===== config.mk =====
export PLATFORM = sky130hd
export DESIGN_NAME = addsub_seq
export DESIGN_NICKNAME = d
export VERILOG_FILES = /design/src/rtl/addsub_pkg.sv /design/src/rtl/byte_addsub.sv /design/src/rtl/addsub_seq.sv
export SDC_FILE = /design/constraint.sdc
export NUM_CORES = 1
export LEC_CHECK = 0
export BUFFER_PORTS_ARGS = -buffer_cell sky130_fd_sc_hd__buf_2
export CORE_MARGIN = 2
export CORE_UTILIZATION = 55
export DETAILED_ROUTE_END_ITERATION = 7
export GPL_TIMING_DRIVEN = 0
export PLACE_DENSITY = 0.8
export SYNTH_ARGS = -nofsm -noshare
export SYNTH_HDL_FRONTEND = slang
export SYNTH_HIERARCHICAL = 1
export SYNTH_SLANG_ARGS = --single-unit

===== constraint.sdc =====
create_clock -name clk -period 4.4 [get_ports clk]
set_input_delay 0.66 -clock clk [delete_from_list [all_inputs] [get_ports clk]]
set_output_delay 0.66 -clock clk [all_outputs]
set_load 0.01 [all_outputs]

===== src/rtl/addsub_pkg.sv =====
// Shared types and constants for the byte-serial adder/subtractor.
package addsub_pkg;

  localparam int BYTE_W = 8;

  typedef enum logic [1:0] {
    IDLE = 2'd0,
    RUN  = 2'd1,
    DONE = 2'd2
  } state_t;

endpackage


===== src/rtl/byte_addsub.sv =====
// One 8-bit add/subtract slice; c7 (carry into the MSB) only with ADDSUB_SEQ_OVF_EN.
import addsub_pkg::*;

module byte_addsub (
  input  logic [BYTE_W-1:0] a,
  input  logic [BYTE_W-1:0] b,
  input  logic              cin,
  input  logic              sub,
  output logic [BYTE_W-1:0] sum,
  output logic              cout
`ifdef ADDSUB_SEQ_OVF_EN
  ,
  output logic              c7
`endif
);

  logic [BYTE_W-1:0] w_bx;
  logic [BYTE_W-1:0] w_lo;
  logic [1:0]        w_hi;

  assign w_bx = b ^ {BYTE_W{sub}};
  // Split at bit 7 so the carry into the MSB is visible.
  assign w_lo = {1'b0, a[BYTE_W-2:0]} + {1'b0, w_bx[BYTE_W-2:0]}
              + {{(BYTE_W-1){1'b0}}, cin};
  assign w_hi = {1'b0, a[BYTE_W-1]} + {1'b0, w_bx[BYTE_W-1]}
              + {1'b0, w_lo[BYTE_W-1]};
  assign sum  = {w_hi[0], w_lo[BYTE_W-2:0]};
  assign cout = w_hi[1];

`ifdef ADDSUB_SEQ_OVF_EN
  assign c7 = w_lo[BYTE_W-1];
`endif

endmodule


===== src/rtl/addsub_seq.sv =====
// Byte-serial adder/subtractor, one byte per cycle through a shared slice.
// Define ADDSUB_SEQ_OVF_EN to add the registered signed-overflow output ovf.
import addsub_pkg::*;

module addsub_seq #(
  parameter int NBYTES = 4
) (
  input  logic                    clk,
  input  logic                    rst_n,
  input  logic                    in_valid,
  output logic                    in_ready,
  input  logic [8*NBYTES-1:0]     op_a,
  input  logic [8*NBYTES-1:0]     op_b,
  input  logic                    sub,
  output logic                    out_valid,
  input  logic                    out_ready,
  output logic [8*NBYTES-1:0]     result,
  output logic                    cout
`ifdef ADDSUB_SEQ_OVF_EN
  ,
  output logic                    ovf
`endif
);

  localparam int W  = 8 * NBYTES;
  localparam int IW = (NBYTES > 1) ? $clog2(NBYTES) : 1;

  state_t            r_state;
  logic [W-1:0]      r_a;
  logic [W-1:0]      r_b;
  logic              r_sub;
  logic [IW-1:0]     r_idx;
  logic              r_carry;
  logic [W-1:0]      r_result;
  logic              r_cout;

  logic [BYTE_W-1:0] w_a;
  logic [BYTE_W-1:0] w_b;
  logic [BYTE_W-1:0] w_sum;
  logic              w_cout;
  logic              w_last;

  assign w_a    = r_a[r_idx*BYTE_W +: BYTE_W];
  assign w_b    = r_b[r_idx*BYTE_W +: BYTE_W];
  assign w_last = (r_idx == IW'(NBYTES - 1));

`ifdef ADDSUB_SEQ_OVF_EN
  logic w_c7;
  logic r_ovf;
  assign ovf = r_ovf;
`endif

  byte_addsub u_slice (
    .a    (w_a),
    .b    (w_b),
    .cin  (r_carry),
    .sub  (r_sub),
    .sum  (w_sum),
    .cout (w_cout)
`ifdef ADDSUB_SEQ_OVF_EN
    ,
    .c7   (w_c7)
`endif
  );

  assign in_ready  = (r_state == IDLE);
  assign out_valid = (r_state == DONE);
  assign result    = r_result;
  assign cout      = r_cout;

  always_ff @(posedge clk or negedge rst_n) begin
    if (!rst_n) begin
      r_state  <= IDLE;
      r_a      <= '0;
      r_b      <= '0;
      r_sub    <= 1'b0;
      r_idx    <= '0;
      r_carry  <= 1'b0;
      r_result <= '0;
      r_cout   <= 1'b0;
`ifdef ADDSUB_SEQ_OVF_EN
      r_ovf    <= 1'b0;
`endif
    end else begin
      unique case (r_state)
        IDLE: begin
          if (in_valid) begin
            r_a     <= op_a;
            r_b     <= op_b;
            r_sub   <= sub;
            r_idx   <= '0;
            r_carry <= sub;
            r_state <= RUN;
          end
        end
        RUN: begin
          r_result[r_idx*BYTE_W +: BYTE_W] <= w_sum;
          r_carry <= w_cout;
          if (w_last) begin
            r_cout  <= w_cout;
`ifdef ADDSUB_SEQ_OVF_EN
            r_ovf   <= w_c7 ^ w_cout;
`endif
            r_state <= DONE;
          end else begin
            r_idx <= r_idx + 1'b1;
          end
        end
        DONE: begin
          if (out_ready) r_state <= IDLE;
        end
        default: r_state <= IDLE;
      endcase
    end
  end

endmodule


# Yosys cells after proc, flatten, opt, wreduce, memory -nomap -nowiden
# Cells that the tools add are included.
# classes
eq_ne	7
shift	4
n_mux	10
add_sub_neg	6
n_bitwise	1
reduce_logical	7
# ops
cell	n
$shiftx A32 B6 Y8	2
$neg A5 Y34	1
$shift A8 B34 Y32 const A	1
$shiftx A8 B34 Y32	1
$bwmux W32	1
$mux W2	5
$add A7 B7 Y8	1
$add A8 B1 Y8	1
$xor A8 B8 Y8	1
$ne A2 B2 Y1 const B	3
$pmux W2 S3	1
$reduce_and A2 Y1	3
$reduce_and A3 Y1	2
$eq A2 B2 Y1 const B	2
$pmux W2 S2	1
$add A1 B1 Y2	1
$add A2 B1 Y2	1
$add A2 B1 Y2 const B	1
$eq A2 B1 Y1 const B	1
$logic_not A2 Y1	1
$ne A2 B1 Y1 const B	1
$pmux W1 S2	1
$reduce_bool A2 Y1	1
$mux W1	1
# totals
out_inout_bits	35
word_cells	43
inputBits	69
reg_bits	103

# Depth between registers and ports, before layout
# Gate-level depths: netlist of run 1.
# depth
ltp_word	7
ltp_mapped	13
depth_no_buf	11

# Modules after synthesis
# The synthesis of run 1 kept the hierarchy.
# by_module_without_submodules
module	cells_per_inst	seq_area_each_um2	area_each_um2	n_inst
addsub_seq	334	2577.5	4745.8	1
byte_addsub	42	0.0	361.6	1

# Least setup slack after synthesis of run 1
# No wires, ideal clock.
# synth_timing
kind	register to register
from	register r_idx[0]
to	register r_result[7], in the netlist result[7]
setup_slack_ps	857
path_buffers	2
path_stages_with_launch	13
required_ps	4275
synth_period_minus_slack_ps	3543
arrival_time_ps	3418
setup_ps	125
cell_sequence	dfrtp_1 -> buf_2 -> buf_2 -> mux4_2 -> xor2_1 -> ha_1 -> a21o_1 -> a21oi_1 -> o21ai_1 -> a31o_1 -> fa_1 -> and4bb_2 -> mux2_2
# synth_between
elab_chain_cells	7
word_cells_on_any_way	11
classes_between	add/sub: 5; shift: 4; mux: 1; bitwise: 1
# synth_lines
element	line	rtl
start: declaration	addsub_seq.sv:32	logic [IW-1:0] r_idx;
start signal: assignment	addsub_seq.sv:106	r_idx <= r_idx + 1'b1;
$shiftx A32 B6 Y8	addsub_seq.sv:44	assign w_b = r_b[r_idx*BYTE_W +: BYTE_W];
named net w_b[3]	addsub_seq.sv:38	logic [BYTE_W-1:0] w_b;
$xor A8 B8 Y8	byte_addsub.sv:21	assign w_bx = b ^ {BYTE_W{sub}};
$add A7 B7 Y8	byte_addsub.sv:23	assign w_lo = {1'b0, a[BYTE_W-2:0]} + {1'b0, w_bx[BYTE_W-2:0]}
$add A8 B1 Y8	byte_addsub.sv:24	+ {{(BYTE_W-1){1'b0}}, cin};
$add A2 B1 Y2	byte_addsub.sv:26	+ {1'b0, w_lo[BYTE_W-1]};
named net w_sum[7]	addsub_seq.sv:39	logic [BYTE_W-1:0] w_sum;
$shiftx A8 B34 Y32	addsub_seq.sv:97	r_result[r_idx*BYTE_W +: BYTE_W] <= w_sum;
$bwmux W32	addsub_seq.sv:97	
end signal: indexed assignment	addsub_seq.sv:97	
end: declaration	addsub_seq.sv:34	logic [W-1:0] r_result;
# The timed path passes the listed nets, and every way through them passes these cells.
# A chain may end at the register's enable or synchronous reset.

# Worst setup path in the final report of run 1
# Same ends and word-level chain as after synthesis.

==> impl_metrics.ini, run 1 <==
[timing]
rsz0062_at_grt = false
number_of_max_slew_violations_in_the_final_report = 0
min_period_over_period_pct = 91.2
fin_tns_setup_ps = 0
relSlewSlack_pct = 57.7
finalSetupViolations = 0
highest_clock_rate_mhz = 249
worst_tran_pin_value_ps = 634
finalHoldViolCount = 0
timing.clock.skew_ps = 8.42
min_clock_period_post_route_ps = 4010

[synth]
synth.cell_area_mm2 = 0.00511
synth.largest_area_cell = sky130_fd_sc_hd__dfrtp_1
post_synth.cell_area_avg_um2 = 13.6
ys_seq_area_share_pct = 50.5
synth_cell_types = 37
synthesis.instances = 376
syn-num-nets = 459
synth.yosys.warnings = 6
synth.top_cells.by_area = sky130_fd_sc_hd__dfrtp_1 50%, sky130_fd_sc_hd__mux2_2 16%, sky130_fd_sc_hd__mux4_2 7.1%, sky130_fd_sc_hd__o32ai_1 2.7%, sky130_fd_sc_hd__ha_1 2.7%
post-synth-top-area-fraction_pct = 50.5
yosys_register_bits = 103

[clock_tree]
post-cts-setup-buffer-count = 0
hold_buffers = 0
clockBufferDepth = 2
cts.htree.levels = 3
numCtsBuffers = 9
root_buffer = sky130_fd_sc_hd__clkbuf_8
postCtsResizedCells = 0
clock_insertion_delay_worst_skew_ps = 370
clkSlewWorstSetupHoldPaths_ps = 100
cts_tree = built
clock_sinks = 103

[setup_path]
worstSetupEndpointType = flop
r2r_end = result[7]$_DFFE_PN0P_
worstSetupStartpointType = flop
critical_path.slowest_cell = sky130_fd_sc_hd__fa_1
crit_top_cell = sky130_fd_sc_hd__buf_2
crit_arrival_ps = 4270
timing.reg2reg.worst_path_depth = 12
r2r_slack_ps = 390
slowest_delay_ps = 570
crit_chain = buf_2 > buf_2 > mux4_2 > xor2_1 > ha_1 > a21o_1 > a21oi_1 > o21ai_1 > a31o_1 > fa_1 > and4bb_2 > mux2_2
worst-path-buf-inv = 2
reg2reg_from = r_idx[0]$_DFFE_PN0P_
worst-setup-path-type = reg2reg
cp_data_required_time_ps = 4660
critPathMaxFanout = 10
cp_top_family = adder cells

[cells_and_area]
drive_gt1_share_pct = 49.9
num-nets-final = 574
diodes = 0
mostFrequentLayoutCell = sky130_fd_sc_hd__buf_2
area.growth.synth_to_final_pct = 17.1
layout.cells.most_common_list = 113 x sky130_fd_sc_hd__buf_2, 103 x sky130_fd_sc_hd__dfrtp_1, 74 x sky130_fd_sc_hd__mux2_2, 32 x sky130_fd_sc_hd__inv_1, 24 x sky130_fd_sc_hd__nand2_1

[placed_design]
hpwlAfterDp_mm = 8.15
gp_congestion = 0.854
portBuffers = 103

[die]
die_area_mm2 = 0.0101
die_w_um = 100
design.portCount = 104
start_util_pct = 56.1
row_count = 35
floorplan.die.height_um = 100
placeableCoreArea_mm2 = 0.00911

[min_path]
worst_hold_path_type = in2async

[drt]
avgViaCountPerCell = 5.68
detail_route.wl_per_cell_um = 18.4
detailroute.via_count = 3440
detailed_route_wire_length_mm = 11.2
post-route-drc-count = 0
postRouteAntennaNets = 0
detail_route.first_pass.iterations = 4
dr.first_iter.drc_count = 119

[grt]
grt_util_all_layers_pct = 24.4
grt_busiest_layer = met2
grt_first_pass_wirelength_mm = 18.6
use_met2_pct = 39.6
use_met1_pct = 32.3
gr-total-overflow = 0
via_count_of_the_first_global_routing_pass = 3738
number_of_antenna_violations_at_the_first_check_in_global_routing = 0
grt_max_degree = 58
globalRouteMet3Util_pct = 5.08

[run]
max_cap_violations = 0

[outcome]
outcome = completed
[final cells by class]
| type | count | area (um2) |
|---|---|---|
| clock buffers | 9 | 124 |
| repair buffers | 104 | 546 |
| inverters | 32 | 120 |
| fillers | 682 | 3130 |
| plain buffers | 29 | 156 |
| multi-input cells | 212 | 2250 |
| clock inverters | 6 | 62.6 |
| flip-flops and latches | 103 | 2580 |
| well taps | 111 | 139 |
[through the flow]
stage	instance area (um2)	worst slack (ps)	hold slack, ps	cells	utilization (%)
after global routing	5980	161	334	606	65.6
after floorplan	5110	857	364	376	-
after detailed placement	5790	371	493	591	63.6
final	5980	389	293	606	65.6
after global placement	5760	451	484	590	63.3
after CTS	5980	353	315	606	65.6
[registers in the layout, summed over array words and instances (netlist names)]
signal / cells
cout: 1
r_a: 32
r_b: 32
r_carry: 1
r_idx: 2
r_state: 2
r_sub: 1
result: 32
[kinds of logic after synthesis]
family | after synthesis | synth area share [%]
DFF | 103 | 50.5
muxes | 90 | 23.4
buffers and inverters | 61 | 5.41
and+or+nand+nor | 52 | 6.76
AOI/OAI and AO/OA | 43 | 7.89
adders and majority gates | 14 | 3.87
xor gates and xnor gates | 13 | 2.23
[worst max path at each step]
| stage | startpoint | end | slack (ps) | depth (start not counted) |
|---|---|---|---|---|
| floorplan | r_idx[0]$_DFFE_PN0P_ | result[7]$_DFFE_PN0P_ | 860 | 12 |
| global placement | r_idx[1]$_DFFE_PN0P_ | result[7]$_DFFE_PN0P_ | 450 | 12 |
| detailed placement | r_idx[0]$_DFFE_PN0P_ | result[7]$_DFFE_PN0P_ | 370 | 12 |
| CTS | r_idx[0]$_DFFE_PN0P_ | result[7]$_DFFE_PN0P_ | 350 | 12 |
| global route | r_idx[0]$_DFFE_PN0P_ | result[7]$_DFFE_PN0P_ | 160 | 12 |
| finish | r_idx[0]$_DFFE_PN0P_ | result[7]$_DFFE_PN0P_ | 390 | 12 |
[synth_stat cells]
library cell,instances
sky130_fd_sc_hd__a211oi_1,1
sky130_fd_sc_hd__a21o_1,4
sky130_fd_sc_hd__a21oi_1,5
sky130_fd_sc_hd__a31o_1,1
sky130_fd_sc_hd__and3b_1,4
sky130_fd_sc_hd__and4bb_2,8
sky130_fd_sc_hd__buf_1,3
sky130_fd_sc_hd__buf_2,11
sky130_fd_sc_hd__buf_4,5
sky130_fd_sc_hd__buf_6,2
sky130_fd_sc_hd__clkbuf_1,8
sky130_fd_sc_hd__dfrtp_1,103
sky130_fd_sc_hd__fa_1,3
sky130_fd_sc_hd__ha_1,11
sky130_fd_sc_hd__inv_1,32
sky130_fd_sc_hd__mux2_2,74
sky130_fd_sc_hd__mux4_2,16
sky130_fd_sc_hd__nand2_1,24
sky130_fd_sc_hd__nand2b_1,4
sky130_fd_sc_hd__nand3_1,3
sky130_fd_sc_hd__nand4bb_1,2
sky130_fd_sc_hd__nor2_1,1
sky130_fd_sc_hd__nor2b_1,1
sky130_fd_sc_hd__nor3b_1,1
sky130_fd_sc_hd__o211ai_1,2
sky130_fd_sc_hd__o21ai_0,1
sky130_fd_sc_hd__o21ai_1,1
sky130_fd_sc_hd__o21ba_2,1
sky130_fd_sc_hd__o21bai_1,2
sky130_fd_sc_hd__o221a_2,1
sky130_fd_sc_hd__o32ai_1,16
sky130_fd_sc_hd__o32ai_2,8
sky130_fd_sc_hd__or2_2,1
sky130_fd_sc_hd__or4b_1,2
sky130_fd_sc_hd__or4b_4,1
sky130_fd_sc_hd__xnor2_1,3
sky130_fd_sc_hd__xor2_1,10
[layer usage]
layer | wire length (um) | share of wire [%]
met2 | 5570 | 50
met3 | 620 | 5.6
met5 | 0 | 0
met4 | 222 | 2.0
met1 | 4750 | 43
Power of run 1 is left out: the tool's default activity adds up to more than one toggle a clock period on the data nets, which glitch-free logic cannot reach.
==> inputs of run 2 (changes only) <==
- BUFFER_PORTS_ARGS: -buffer_cell sky130_fd_sc_hd__buf_2 -> unset
- DONT_BUFFER_PORTS: unset -> 1
- PLACE_DENSITY: 0.8 -> 0.7
==> impl_metrics.ini, run 2 (synthesized netlist as in run 1, its figures left out) <==
[placed_design]
gp_congestion = 0.785
hpwlAfterDp_mm = 7.49
portBuffers = 0

[cells_and_area]
final.fill_count = 743
mostFrequentLayoutCell = sky130_fd_sc_hd__dfrtp_1
area.growth.synth_to_final_pct = 7.74
layout.cells.most_common_list = 103 x sky130_fd_sc_hd__dfrtp_1, 74 x sky130_fd_sc_hd__mux2_2, 32 x sky130_fd_sc_hd__inv_1, 24 x sky130_fd_sc_hd__nand2_1
num-nets-final = 471
drive_gt1_share_pct = 36.7
diodes = 0
final_core_util_pct = 60.4

[drt]
detailroute.via_count = 2976
post-route-drc-count = 0
detail_route.wl_per_cell_um = 21.3
postRouteAntennaNets = 0
avgViaCountPerCell = 5.92
detailed_route_wire_length_mm = 10.7
detail_route.first_pass.iterations = 4
dr.first_iter.drc_count = 100

[timing]
highest_clock_rate_mhz = 247
min_clock_period_post_route_ps = 4040
finalSetupViolations = 0
timing.clock.skew_ps = 13.0
rsz0062_at_grt = false
number_of_max_slew_violations_in_the_final_report = 0
fin_tns_setup_ps = 0
min_period_over_period_pct = 91.8
worst_tran_pin_value_ps = 682
finalHoldViolCount = 0
whs_ps = 198
relSlewSlack_pct = 54.2

[setup_path]
cp_data_required_time_ps = 4660
crit_arrival_ps = 4300
timing.reg2reg.worst_path_depth = 12
critPathMaxFanout = 10
worstSetupEndpointType = flop
worstSetupStartpointType = flop
worst-setup-path-type = reg2reg

[clock_tree]
clock_sinks = 103
root_buffer = sky130_fd_sc_hd__clkbuf_8
clockBufferDepth = 2
cts_tree = built
clkSlewWorstSetupHoldPaths_ps = 100
clock_insertion_delay_worst_skew_ps = 370
numCtsBuffers = 9
cts.htree.levels = 3
post-cts-setup-buffer-count = 0

[grt]
gr-total-overflow = 0
grt_max_degree = 104
via_count_of_the_first_global_routing_pass = 3239
number_of_antenna_violations_at_the_first_check_in_global_routing = 0
grt_util_all_layers_pct = 23.1
grt_first_pass_wirelength_mm = 17.6

[die]
start_util_pct = 56.1
row_count = 35
die_w_um = 100
floorplan.die.height_um = 100
die_area_mm2 = 0.0101
placeableCoreArea_mm2 = 0.00911
design.portCount = 104

[run]
max_cap_violations = 0

[min_path]
worst_hold_path_type = in2async

[outcome]
outcome = completed
run 2: cell count changes in the layout (fill, tap and decap cells not counted), sizes merged:
cell | before | now
bufinv | 1 | 2
clkinvlp | 3 | 0
inv | 32 | 33
clkinv | 2 | 1
buf | 125 | 22
clkbuf | 17 | 19
run 2: area by class of cell:
cell class	instances	area [um2]	area share, %
Sequential cell	103	2580	46.8
Multi-Input combinational cell	212	2250	41.0
Buffer	29	156	2.84
Clock buffer	11	151	2.75
Tap cell	111	139	2.52
Inverter	32	120	2.18
Clock inverter	4	77.6	1.41
Timing Repair Buffer	1	27.5	0.500
run 2: worst max-delay path, stage by stage (launching register included):
cell	delay (ps)
sky130_fd_sc_hd__dfrtp_1	430
sky130_fd_sc_hd__buf_2	230
sky130_fd_sc_hd__buf_2	360
sky130_fd_sc_hd__mux4_2	570
sky130_fd_sc_hd__xor2_1	160
sky130_fd_sc_hd__ha_1	340
sky130_fd_sc_hd__a21o_1	190
sky130_fd_sc_hd__a21oi_1	130
sky130_fd_sc_hd__o21ai_1	110
sky130_fd_sc_hd__a31o_1	270
sky130_fd_sc_hd__fa_1	590
sky130_fd_sc_hd__and4bb_2	280
sky130_fd_sc_hd__mux2_2	270
run 2: path summary, 6_finish.rpt:
kind,start,endpoint,slack (ps)
min in group clk,op_b[26],r_b[26]$_DFFE_PN0P_,430
worst min-delay path,rst_n,result[20]$_DFFE_PN0P_,200
worst max-delay path,r_idx[0]$_DFFE_PN0P_,result[7]$_DFFE_PN0P_,360
worst min register to register,r_b[23]$_DFFE_PN0P_,r_b[23]$_DFFE_PN0P_,510
worst max register to register,r_idx[0]$_DFFE_PN0P_,result[7]$_DFFE_PN0P_,360
max in group asynchronous,rst_n,r_idx[1]$_DFFE_PN0P_,3770
run 2: timing repair:
item                                   4_1_cts  5_1_grt
hold buffers                                 1        0
resized for setup                            0        0
setup endpoints to repair                    0        0
endpoints found under the hold margin      103        0
run 2: through the flow:
stage | instance area [um2] | worst slack, ps | instances
finish | 5500 | 359 | 503
global placement | 5250 | 381 | 487
CTS | 5500 | 347 | 503
floorplan | 5110 | 857 | 376
global route | 5500 | 105 | 503
detailed placement | 5250 | 396 | 487
run 2: per-layer routing:
layer  global-route usage (%)  up-vias  routed length (um)
met2                     37.5       94                5380
met1                     31.1     1495                4550
met3                     5.92       15                 633
li1                         -     1372                   -
met4                     6.64        0                 138
met5                        0        -                   0
Power of run 2 is left out for the same reason.
